**src/rtl/nv_nvdla_attn_pkg.sv**
```systemverilog
// Shared types and default widths for the attention CBUF read path.
package nv_nvdla_attn_pkg;

   localparam int unsigned ATTN_CBUF_DW = 512;
   localparam int unsigned ATTN_OUT_DW  = 128;
   localparam int unsigned ATTN_ADDR_W  = 15;

   // Read client indices on the gearbox request ports
   localparam int unsigned CH_Q    = 0;
   localparam int unsigned CH_K    = 1;
   localparam int unsigned CH_V    = 2;
   localparam int unsigned CH_MASK = 3;

   typedef enum logic [1:0] {
      ST_IDLE  = 2'd0,
      ST_ISSUE = 2'd1,
      ST_WAIT  = 2'd2,
      ST_DRAIN = 2'd3
   } attn_rd_state_e;

endpackage

```
**src/rtl/nv_nvdla_attn_rr_arb.sv**
```systemverilog
// Round-robin arbiter: first requester at or after ptr (wrapping) wins.
module nv_nvdla_attn_rr_arb #(
   parameter  int unsigned NUM_CH = 4,
   localparam int unsigned CH_W   = (NUM_CH > 1) ? $clog2(NUM_CH) : 1
) (
   input  logic [NUM_CH-1:0] req,
   input  logic [CH_W-1:0]   ptr,
   input  logic              en,
   output logic [NUM_CH-1:0] gnt,
   output logic [CH_W-1:0]   gnt_idx
);

   logic [2*NUM_CH-1:0] req2;
   logic [NUM_CH-1:0]   rot;
   logic                found;

   // Rotate requests so the pointer channel sits at bit 0
   assign req2 = {req, req};
   assign rot  = NUM_CH'(req2 >> ptr);

   // Priority scan of the rotated vector, mapped back to a channel index
   always_comb begin
      found   = 1'b0;
      gnt_idx = '0;
      for (int i = 0; i < NUM_CH; i++) begin
         if (en && !found && rot[i]) begin
            found   = 1'b1;
            gnt_idx = CH_W'((32'(ptr) + 32'(i)) % NUM_CH);
         end
      end
   end

   assign gnt = found ? (NUM_CH'(1) << gnt_idx) : '0;

endmodule

```
**src/rtl/nv_nvdla_attn_cbuf_rd_gbox.sv**
```systemverilog
// CBUF read gearbox: arbitrates read clients, fetches one line at a time
// and serialises it into OUT_DW beats tagged with the channel id.
module nv_nvdla_attn_cbuf_rd_gbox
   import nv_nvdla_attn_pkg::*;
#(
   parameter  int unsigned NUM_CH  = 4,
   parameter  int unsigned CBUF_DW = ATTN_CBUF_DW,
   parameter  int unsigned OUT_DW  = ATTN_OUT_DW,
   parameter  int unsigned ADDR_W  = ATTN_ADDR_W,
   parameter  int unsigned TIMEOUT = 255,
   localparam int unsigned CH_W    = (NUM_CH > 1) ? $clog2(NUM_CH) : 1
) (
   input  logic                     nvdla_core_clk,
   input  logic                     nvdla_core_rst,
   input  logic [NUM_CH-1:0]        ch_req_vld,
   input  logic [NUM_CH*ADDR_W-1:0] ch_req_addr,
   output logic [NUM_CH-1:0]        ch_req_rdy,
   output logic                     cbuf_rd_en,
   output logic [ADDR_W-1:0]        cbuf_rd_addr,
   input  logic [CBUF_DW-1:0]       cbuf_rd_data,
   input  logic                     cbuf_rd_valid,
   output logic                     out_vld,
   input  logic                     out_rdy,
   output logic [OUT_DW-1:0]        out_data,
   output logic [CH_W-1:0]          out_ch,
   output logic                     out_last,
   input  logic                     err_clr,
   output logic                     busy,
   output logic                     err_timeout
);

   localparam int unsigned RATIO  = CBUF_DW / OUT_DW;
   localparam int unsigned BEAT_W = (RATIO > 1) ? $clog2(RATIO) : 1;
   localparam int unsigned TO_W   = (TIMEOUT > 1) ? $clog2(TIMEOUT + 1) : 1;
   localparam logic [BEAT_W-1:0] LAST_BEAT = BEAT_W'(RATIO - 1);
   localparam logic [TO_W-1:0]   TO_LAST   = TO_W'(TIMEOUT - 1);

   attn_rd_state_e    state_q, state_d;
   logic [CH_W-1:0]   ptr_q, ch_q, gnt_idx;
   logic [NUM_CH-1:0] gnt;
   logic [ADDR_W-1:0] addr_q, sel_addr;
   logic [BEAT_W-1:0] beat_q;
   logic [TO_W-1:0]   to_cnt_q;
   logic [CBUF_DW-1:0] line_q;
   logic [OUT_DW-1:0] chunk;
   logic              err_q;
   logic              grant_c, capture_c, timeout_c, accept_c, last_c;

   nv_nvdla_attn_rr_arb #(.NUM_CH(NUM_CH)) u_arb (
      .req     (ch_req_vld),
      .ptr     (ptr_q),
      .en      (state_q == ST_IDLE),
      .gnt     (gnt),
      .gnt_idx (gnt_idx)
   );

   assign sel_addr = ADDR_W'(ch_req_addr >> (32'(gnt_idx) * ADDR_W));
   assign chunk    = OUT_DW'(line_q >> (32'(beat_q) * OUT_DW));

   // Next-state and per-cycle event decode
   always_comb begin
      state_d   = state_q;
      grant_c   = 1'b0;
      capture_c = 1'b0;
      timeout_c = 1'b0;
      accept_c  = 1'b0;
      last_c    = (beat_q == LAST_BEAT);
      case (state_q)
         ST_IDLE: begin
            if (|ch_req_vld) begin
               grant_c = 1'b1;
               state_d = ST_ISSUE;
            end
         end
         ST_ISSUE: state_d = ST_WAIT;
         ST_WAIT: begin
            if (cbuf_rd_valid) begin
               capture_c = 1'b1;
               state_d   = ST_DRAIN;
            end else if (to_cnt_q == TO_LAST) begin
               timeout_c = 1'b1;
               state_d   = ST_IDLE;
            end
         end
         ST_DRAIN: begin
            if (out_rdy) begin
               accept_c = 1'b1;
               if (last_c) state_d = ST_IDLE;
            end
         end
         default: state_d = ST_IDLE;
      endcase
   end

   // FSM state register
   always_ff @(posedge nvdla_core_clk or posedge nvdla_core_rst) begin
      if (nvdla_core_rst) state_q <= ST_IDLE;
      else                state_q <= state_d;
   end

   // Grant latch, RR pointer, beat/timeout counters and sticky error
   always_ff @(posedge nvdla_core_clk or posedge nvdla_core_rst) begin
      if (nvdla_core_rst) begin
         ptr_q    <= '0;
         ch_q     <= '0;
         addr_q   <= '0;
         beat_q   <= '0;
         to_cnt_q <= '0;
         err_q    <= 1'b0;
      end else begin
         if (grant_c) begin
            ch_q   <= gnt_idx;
            addr_q <= sel_addr;
            ptr_q  <= (gnt_idx == CH_W'(NUM_CH - 1)) ? '0 : gnt_idx + CH_W'(1);
         end
         if (state_q == ST_ISSUE)     to_cnt_q <= '0;
         else if (state_q == ST_WAIT) to_cnt_q <= to_cnt_q + TO_W'(1);
         if (capture_c)                 beat_q <= '0;
         else if (accept_c && !last_c)  beat_q <= beat_q + BEAT_W'(1);
         if (timeout_c)    err_q <= 1'b1;
         else if (err_clr) err_q <= 1'b0;
      end
   end

   // Line buffer; contents are only meaningful in DRAIN so no reset
   always_ff @(posedge nvdla_core_clk) begin
      if (capture_c) line_q <= cbuf_rd_data;
   end

   // Grant is combinational in IDLE and forced low while reset is held
   assign ch_req_rdy   = nvdla_core_rst ? '0 : gnt;
   assign cbuf_rd_en   = (state_q == ST_ISSUE);
   assign cbuf_rd_addr = cbuf_rd_en ? addr_q : '0;
   assign out_vld      = (state_q == ST_DRAIN);
   assign out_data     = out_vld ? chunk : '0;
   assign out_ch       = out_vld ? ch_q : '0;
   assign out_last     = out_vld & last_c;
   assign busy         = (state_q != ST_IDLE);
   assign err_timeout  = err_q;

endmodule

```
**config.mk**
```make
export PLATFORM = sky130hd
export DESIGN_NAME = nv_nvdla_attn_cbuf_rd_gbox
export DESIGN_NICKNAME = d
export VERILOG_FILES = /design/src/rtl/nv_nvdla_attn_pkg.sv /design/src/rtl/nv_nvdla_attn_rr_arb.sv /design/src/rtl/nv_nvdla_attn_cbuf_rd_gbox.sv
export SDC_FILE = /design/constraint.sdc
export NUM_CORES = 1
export LEC_CHECK = 0
export ABC_AREA = 1
export BUFFER_PORTS_ARGS = -buffer_cell sky130_fd_sc_hd__clkbuf_2
export CAP_MARGIN = 40
export CORE_AREA = 10 10 274 276
export DETAILED_ROUTE_END_ITERATION = 10
export DIE_AREA = 0 0 284 286
export MAX_ROUTING_LAYER = met4
export PLACE_DENSITY = 0.63
export SETUP_SLACK_MARGIN = 0.5
export SLEW_MARGIN = 20
export SYNTH_ARGS = -nofsm -noshare
export SYNTH_HDL_FRONTEND = slang
export SYNTH_SLANG_ARGS = --single-unit
```
**constraint.sdc**
```tcl
create_clock -name nvdla_core_clk -period 20.2 [get_ports nvdla_core_clk]
set_input_delay 3.03 -clock nvdla_core_clk [delete_from_list [all_inputs] [get_ports nvdla_core_clk]]
set_output_delay 3.03 -clock nvdla_core_clk [all_outputs]
set_load 0.005 [all_outputs]
```
# Word level (Yosys, flattened, before mapping)
# Cells that the tools add are included.
dict set report word_totals {
  reg_bits 544
  input_bits 581
  elab_cells 84
}
dict set report op_classes {
  addsub 6
  multipliers 1
  n_eq_ne 10
  n_shift 4
  mux 35
  n_bitwise 1
  n_reduce_logical 19
}
# op n
set op_table {}
lappend op_table {{512-bit by 9-bit >> shifter with 128-bit output} 1}
lappend op_table {{128-bit two-way mux} 1}
lappend op_table {{60-bit by 6-bit >> shifter with 15-bit output} 1}
lappend op_table {{2-bit two-way mux} 13}
lappend op_table {{8-bit two-way mux} 2}
lappend op_table {{1-bit two-way mux} 15}
lappend op_table {{15-bit two-way mux} 1}
lappend op_table {{8-bit by 1-bit adder with 8-bit output (second input constant)} 1}
lappend op_table {{2-bit equality test (second input constant)} 4}
lappend op_table {{8-bit equality test (second input constant)} 1}
lappend op_table {{1-bit logical AND} 8}
lappend op_table {{4-bit two-way mux} 2}
lappend op_table {{2-bit one-hot mux with 4 select lines} 1}
lappend op_table {{2-bit nonzero test} 4}
lappend op_table {{8-bit by 2-bit >> shifter with 4-bit output} 1}
lappend op_table {{2-bit by 1-bit adder with 2-bit output (second input constant)} 3}
lappend op_table {{2-bit by 4-bit multiplier with 6-bit output (second input constant)} 1}
lappend op_table {{2-bit adder (second input constant)} 2}
lappend op_table {{1-bit zero test} 4}
lappend op_table {{2-bit by 1-bit != test with 1-bit output (second input constant)} 2}
lappend op_table {{4-bit AND reduction} 1}
lappend op_table {{4-bit OR reduction} 1}
lappend op_table {{1-bit by 2-bit left shift with 4-bit output (first input constant)} 1}
lappend op_table {{3-bit != test (second input constant)} 1}
lappend op_table {{4 further kinds} 4}

# Logic depth before layout (Yosys ltp)
dict set report logic_depth {
  depth_word 18
  ltp_mapped 17
  depth_no_buf 15
}

# Modules after synthesis
# Synthesis repeated with hierarchy kept, for this count alone.
dict set report hier_totals {
  cells_unflattened 1909
  area_unflattened_um2 22340.2
}
# module n_inst cells_each area_per_inst_um2 seq_area_each_um2
set modules_own_cells {}
lappend modules_own_cells {nv_nvdla_attn_cbuf_rd_gbox 1 1845 21966.1 16175.5}
lappend modules_own_cells {nv_nvdla_attn_rr_arb 1 64 374.1 0.0}

# Least setup slack after synthesis
# No wires, ideal clock.
dict set report synth_path {
  path_type {input to register}
  start {in cbuf_rd_valid}
  end {reg state_q[0]}
  arrival_ps 13890
  required_ps 20070
  setup_slack_ps 6180
  cell_stages 4
  path_cell_list {nand2_1 -> inv_1 -> nor2_1 -> a22oi_1}
}
dict set report synth_via {
  elab_chain_cells 2
  word_cells_on_any_way 4
  classes_between {eq/ne: 1; mux: 2; reduce/logical: 1}
}
# element line_no
set synth_rtl {}
lappend synth_rtl {{start: declaration} nv_nvdla_attn_cbuf_rd_gbox.sv:21} ;# input logic cbuf_rd_valid,
lappend synth_rtl {{3-bit != test (no source line) or 2-bit two-way mux (tied branches)} -}
lappend synth_rtl {{4-bit AND reduction (no source line) or 2-bit one-hot mux with 4 select lines (tied branches)} -}
lappend synth_rtl {{end signal: assignment} nv_nvdla_attn_cbuf_rd_gbox.sv:98} ;# else state_q <= state_d;
lappend synth_rtl {{end: declaration} nv_nvdla_attn_cbuf_rd_gbox.sv:38} ;# attn_rd_state_e state_q, state_d;
# Several ways; a longest one is shown, not always the timed one.
# A chain may end at the register's enable or synchronous reset.

# Final worst setup path
dict set report layout_path {
  start {in ch_req_vld[3]}
  end {out ch_req_rdy[0]}
}
dict set report layout_via {
  elab_chain_cells 18
  word_cells_on_any_way 22
  classes_between {shift: 2; mux: 10; reduce/logical: 10}
}
# element line_no
set layout_rtl {}
lappend layout_rtl {{start: declaration} nv_nvdla_attn_cbuf_rd_gbox.sv:15} ;# input logic [NUM_CH-1:0] ch_req_vld,
lappend layout_rtl {{8-bit by 2-bit >> shifter with 4-bit output (*)} nv_nvdla_attn_rr_arb.sv:19} ;# assign rot = NUM_CH'(req2 >> ptr);
lappend layout_rtl {{1-bit logical AND} nv_nvdla_attn_rr_arb.sv:26} ;# if (en && !found && rot[i]) begin
lappend layout_rtl {{1-bit two-way mux} nv_nvdla_attn_rr_arb.sv:26}
lappend layout_rtl {{1-bit zero test} nv_nvdla_attn_rr_arb.sv:26}
lappend layout_rtl {{1-bit logical AND (2 in series)} nv_nvdla_attn_rr_arb.sv:26}
lappend layout_rtl {{1-bit two-way mux} nv_nvdla_attn_rr_arb.sv:26}
lappend layout_rtl {{1-bit zero test} nv_nvdla_attn_rr_arb.sv:26}
lappend layout_rtl {{1-bit logical AND (2 in series)} nv_nvdla_attn_rr_arb.sv:26}
lappend layout_rtl {{1-bit two-way mux} nv_nvdla_attn_rr_arb.sv:26}
lappend layout_rtl {{1-bit zero test} nv_nvdla_attn_rr_arb.sv:26}
lappend layout_rtl {{1-bit logical AND (2 in series)} nv_nvdla_attn_rr_arb.sv:26}
lappend layout_rtl {{2-bit two-way mux} nv_nvdla_attn_rr_arb.sv:26}
lappend layout_rtl {{1-bit by 2-bit left shift with 4-bit output} nv_nvdla_attn_rr_arb.sv:33} ;# assign gnt = found ? (NUM_CH'(1) << gnt_idx) : '0;
lappend layout_rtl {{4-bit two-way mux (*)} nv_nvdla_attn_rr_arb.sv:33}
lappend layout_rtl {{4-bit two-way mux (*)} nv_nvdla_attn_cbuf_rd_gbox.sv:131} ;# assign ch_req_rdy = nvdla_core_rst ? '0 : gnt;
lappend layout_rtl {{end: declaration} nv_nvdla_attn_cbuf_rd_gbox.sv:17} ;# output logic [NUM_CH-1:0] ch_req_rdy,
# Mark *: on every way between the ends. The rest lies on a longest branch, timed or not.

==> results.sh <==
export IMPL_status="finished clean"
export IMPL_insertion_delay_ns=0.63
export IMPL_cts_tree="built"
export IMPL_crit_start="ch_req_vld[3]"
export IMPL_avgRoutedWirePerCell_um=21.9
export IMPL_fillCellCount=6683
export IMPL_chipWidth_um=284
export IMPL_synthAdderAreaFrac_pct=0.450
export IMPL_netlist_area_mm2=0.0222
export IMPL_yosysTopAreaCell="edfxtp_1"
export IMPL_swShare_pct=37.2
export IMPL_synth_cell_types=34
export IMPL_synth_area_leaders="edfxtp_1 69%, nor2_1 8.9%, o21ai_0 5.9%, dfrtp_1 3.6%, a21oi_1 3.0%"
export IMPL_post_place_ws_ns=12.08
export IMPL_coreArea_mm2=0.0695
export IMPL_rsz0062_at_grt="no"
export IMPL_io_buffer_count=734
export IMPL_p_leak_nw=12.0
export IMPL_finalHoldViolCount=0
export IMPL_dp_hpwl_um=59000
export IMPL_fin_crit_ns=8.15
export IMPL_fin_crit_sh_pct=40.3
export IMPL_cts_buffers_inserted=59
export IMPL_antenna_found_initial=23
export IMPL_gp_congestion=0.917
export IMPL_grt_start_max_net_pins=170
export IMPL_drt_vias_per_instance=4.66
export IMPL_crit_fanout=32
export IMPL_cp_start_kind="input pin"
export IMPL_arrival_ns=5.12
export IMPL_hold_path_startpoint="addr_q[11]"
export IMPL_drive_above_1_share_pct=32.4
export IMPL_seq_area_mm2=0.0162
export IMPL_clock_sinks=544
export IMPL_num_rows=97
export IMPL_wl_um=80100
export IMPL_stdcell_count=3653
export IMPL_post_cts_buffers=0
export IMPL_worstMarginPinSlew_ns=1.03
export IMPL_final_common_cell="clkbuf_2"
export IMPL_grt_pass1_vias=17200
export IMPL_syn_avg_cell_area_um2=11.5
export IMPL_cts_max_level=2
export IMPL_drt_initial_drc_count=1320
export IMPL_skew_ns=0.0236
export IMPL_synthMuxAreaShare_pct=0
export IMPL_ys_flop_type="edfxtp_1"
export IMPL_firstDrtPassIters=5
export IMPL_synth_compound_area_share_pct=9.14
export IMPL_cp_end_kind="primary output"
export IMPL_syn_inst=1935
export IMPL_ios=735
export IMPL_p_int_w=0.00246
export IMPL_drv_cap=0
export IMPL_path_cells="clkbuf_2, nand2_1, nand3_1, nand3_2, nand3_1, nand2_2, nand2_4, inv_1, nor4_2, clkbuf_2"
export IMPL_path_class="in2out"
export IMPL_nNetsFinal=3227
export IMPL_multi_input_comb_area_mm2=0.00528
export IMPL_synth_xor_area_share_pct=0.0788
export IMPL_fin_setup_tns_ns=0
export IMPL_dp_cells=3514
export IMPL_maxSlewHeadroom_pct=31.2
export IMPL_power_density_mw_per_mm2=135
export IMPL_fmax_mhz=123
export IMPL_max_stage_delay_ns=0.38
export IMPL_net_switching_power_w=0.00146
export IMPL_clkPwrFrac_pct=27.2
export IMPL_hp_class="reg2reg"
export IMPL_cts_resized=0
export IMPL_yosysSeqAreaShare_pct=72.7
export IMPL_synth_top_family_by_area="simple AND/OR/NAND/NOR gates"
export IMPL_drc=0
export IMPL_power_w=0.00392
export IMPL_grt_usage_pct=19.3
export IMPL_clock_path_buffers=3
export IMPL_pwr_share_comb_pct=34.7
export IMPL_synth_simple_area_share_pct=14.1
export IMPL_setup_viol=0
export IMPL_final_cell_mix="734 x clkbuf_2, 526 x nor2_1, 512 x edfxtp_1, 260 x o21ai_0, 159 x nand2_1"
export IMPL_ys_warn_count=0
export IMPL_layout_setup_ws_ns=12.05
export IMPL_synth_edf_count=512
export IMPL_crit_required_ns=17.17
export IMPL_yosys_area_top_type_share_pct=69.1
export IMPL_cts_root_buf="clkbuf_16"
export IMPL_reg2reg_from="state_q[0]"
export IMPL_cts_hold_buffers=0
export IMPL_cpMaxStageDelayCell="nand2_2"
export IMPL_path_clk_slew_ns=0.05
export IMPL_p_seq_share_pct=38.0
export IMPL_overflow=0
export IMPL_die_area_mm2=0.0812
export IMPL_area_growth_pct=30.5
export IMPL_drv_slew=0
export IMPL_synthArstFlopShare_pct=5.88
export IMPL_die_h_um=286
export IMPL_synth_seq_cells=544
export IMPL_via_count=17000
export IMPL_syn_nets=2524
export IMPL_initial_utilization_pct=32.0
export IMPL_vdd_ir_drop_worst_mv=0.0896
export IMPL_grt_pass1_wl_um=114000
export IMPL_ant_nets=0
-- through the flow --
step,utilization [%],instance area [µm²],hold slack [ns]
final,41.7,29000,0.476
after global routing,41.7,29000,0.497
after CTS,41.5,28900,0.481
after detailed placement,38.8,27000,0.466
after global placement,38.5,26800,0.465
after floorplan,-,22200,0.449
-- power by group through the flow --
| stage | sequential, W | clock, W | combinational (W) |
|---|---|---|---|
| after CTS | 0.00149 | 0.00109 | 0.00137 |
| final | 0.00149 | 0.00107 | 0.00136 |
| after global routing | 0.00151 | 0.00114 | 0.00153 |
| after floorplan | 0.00157 | 0 | 0.000863 |
| after detailed placement | 0.00151 | 0 | 0.00137 |
| after global placement | 0.00151 | 0 | 0.00133 |
-- final cells by class --
type / instances / share of cell area (%)
sequential: 544 / 55.8
multi-input combinational: 1196 / 18.2
timing repair buffer: 760 / 14.1
clock buffer: 74 / 5.28
tap: 940 / 4.05
clock inverter: 38 / 1.33
inverter: 77 / 1.08
antenna: 24 / 0.207
-- cell families (layout without fill, tap and decap cells) --
group	Yosys count	after routing
compound gates	403	403
xor+xnor	2	2
fa+ha+maj	8	8
buf+inv	195	949
flops	544	544
other cells	0	24
simple gates	783	783
-- worst max-delay path: cells and delay by family --
family | cells | cell delay, ns
buffers and inverters | 3 | 0.47
and+or+nand+nor | 7 | 1.61
-- synthesized netlist by cell type, types with 3 or more instances --
master      n
nand2_1   159
o22ai_1     3
inv_2       3
a21oi_1   133
edfxtp_1  512
clkbuf_1   95
nand2_4     3
nand3_2     4
o21ai_0   260
dfrtp_1    32
buf_2       8
nor3_1      6
nand2_2     5
buf_6       3
buf_4       3
buf_1       9
nor2_1    526
nand3_1    71
inv_1      71
ha_1        8
-- worst paths after layout --
kind                                 endpoint  slack [ns]  cells past startpoint
worst max-delay path            ch_req_rdy[0]       12.05                     10
worst min-delay path               addr_q[11]        0.48                      2
worst max register to register    line_q[258]       17.30                      7
worst min register to register     addr_q[11]        0.48                      2
max in group asynchronous           beat_q[0]       17.24                      3
min in group asynchronous         to_cnt_q[7]        2.60                      3
-- per-layer routing --
metal  part of all wire [%]  GRT usage, %
met4                    2.8          6.43
met2                     50          32.6
met3                    8.3          5.96
met5                      0             -
met1                     39          21.6
-- flip-flops by register name, indices dropped and copies added (netlist names) --
register and cells:
line_q 512, beat_q 2, ch_q 2, to_cnt_q 8, state_q 2, err_timeout 1
addr_q 15, ptr_q 2
No activity file was read; power rests on OpenSTA's default activity.
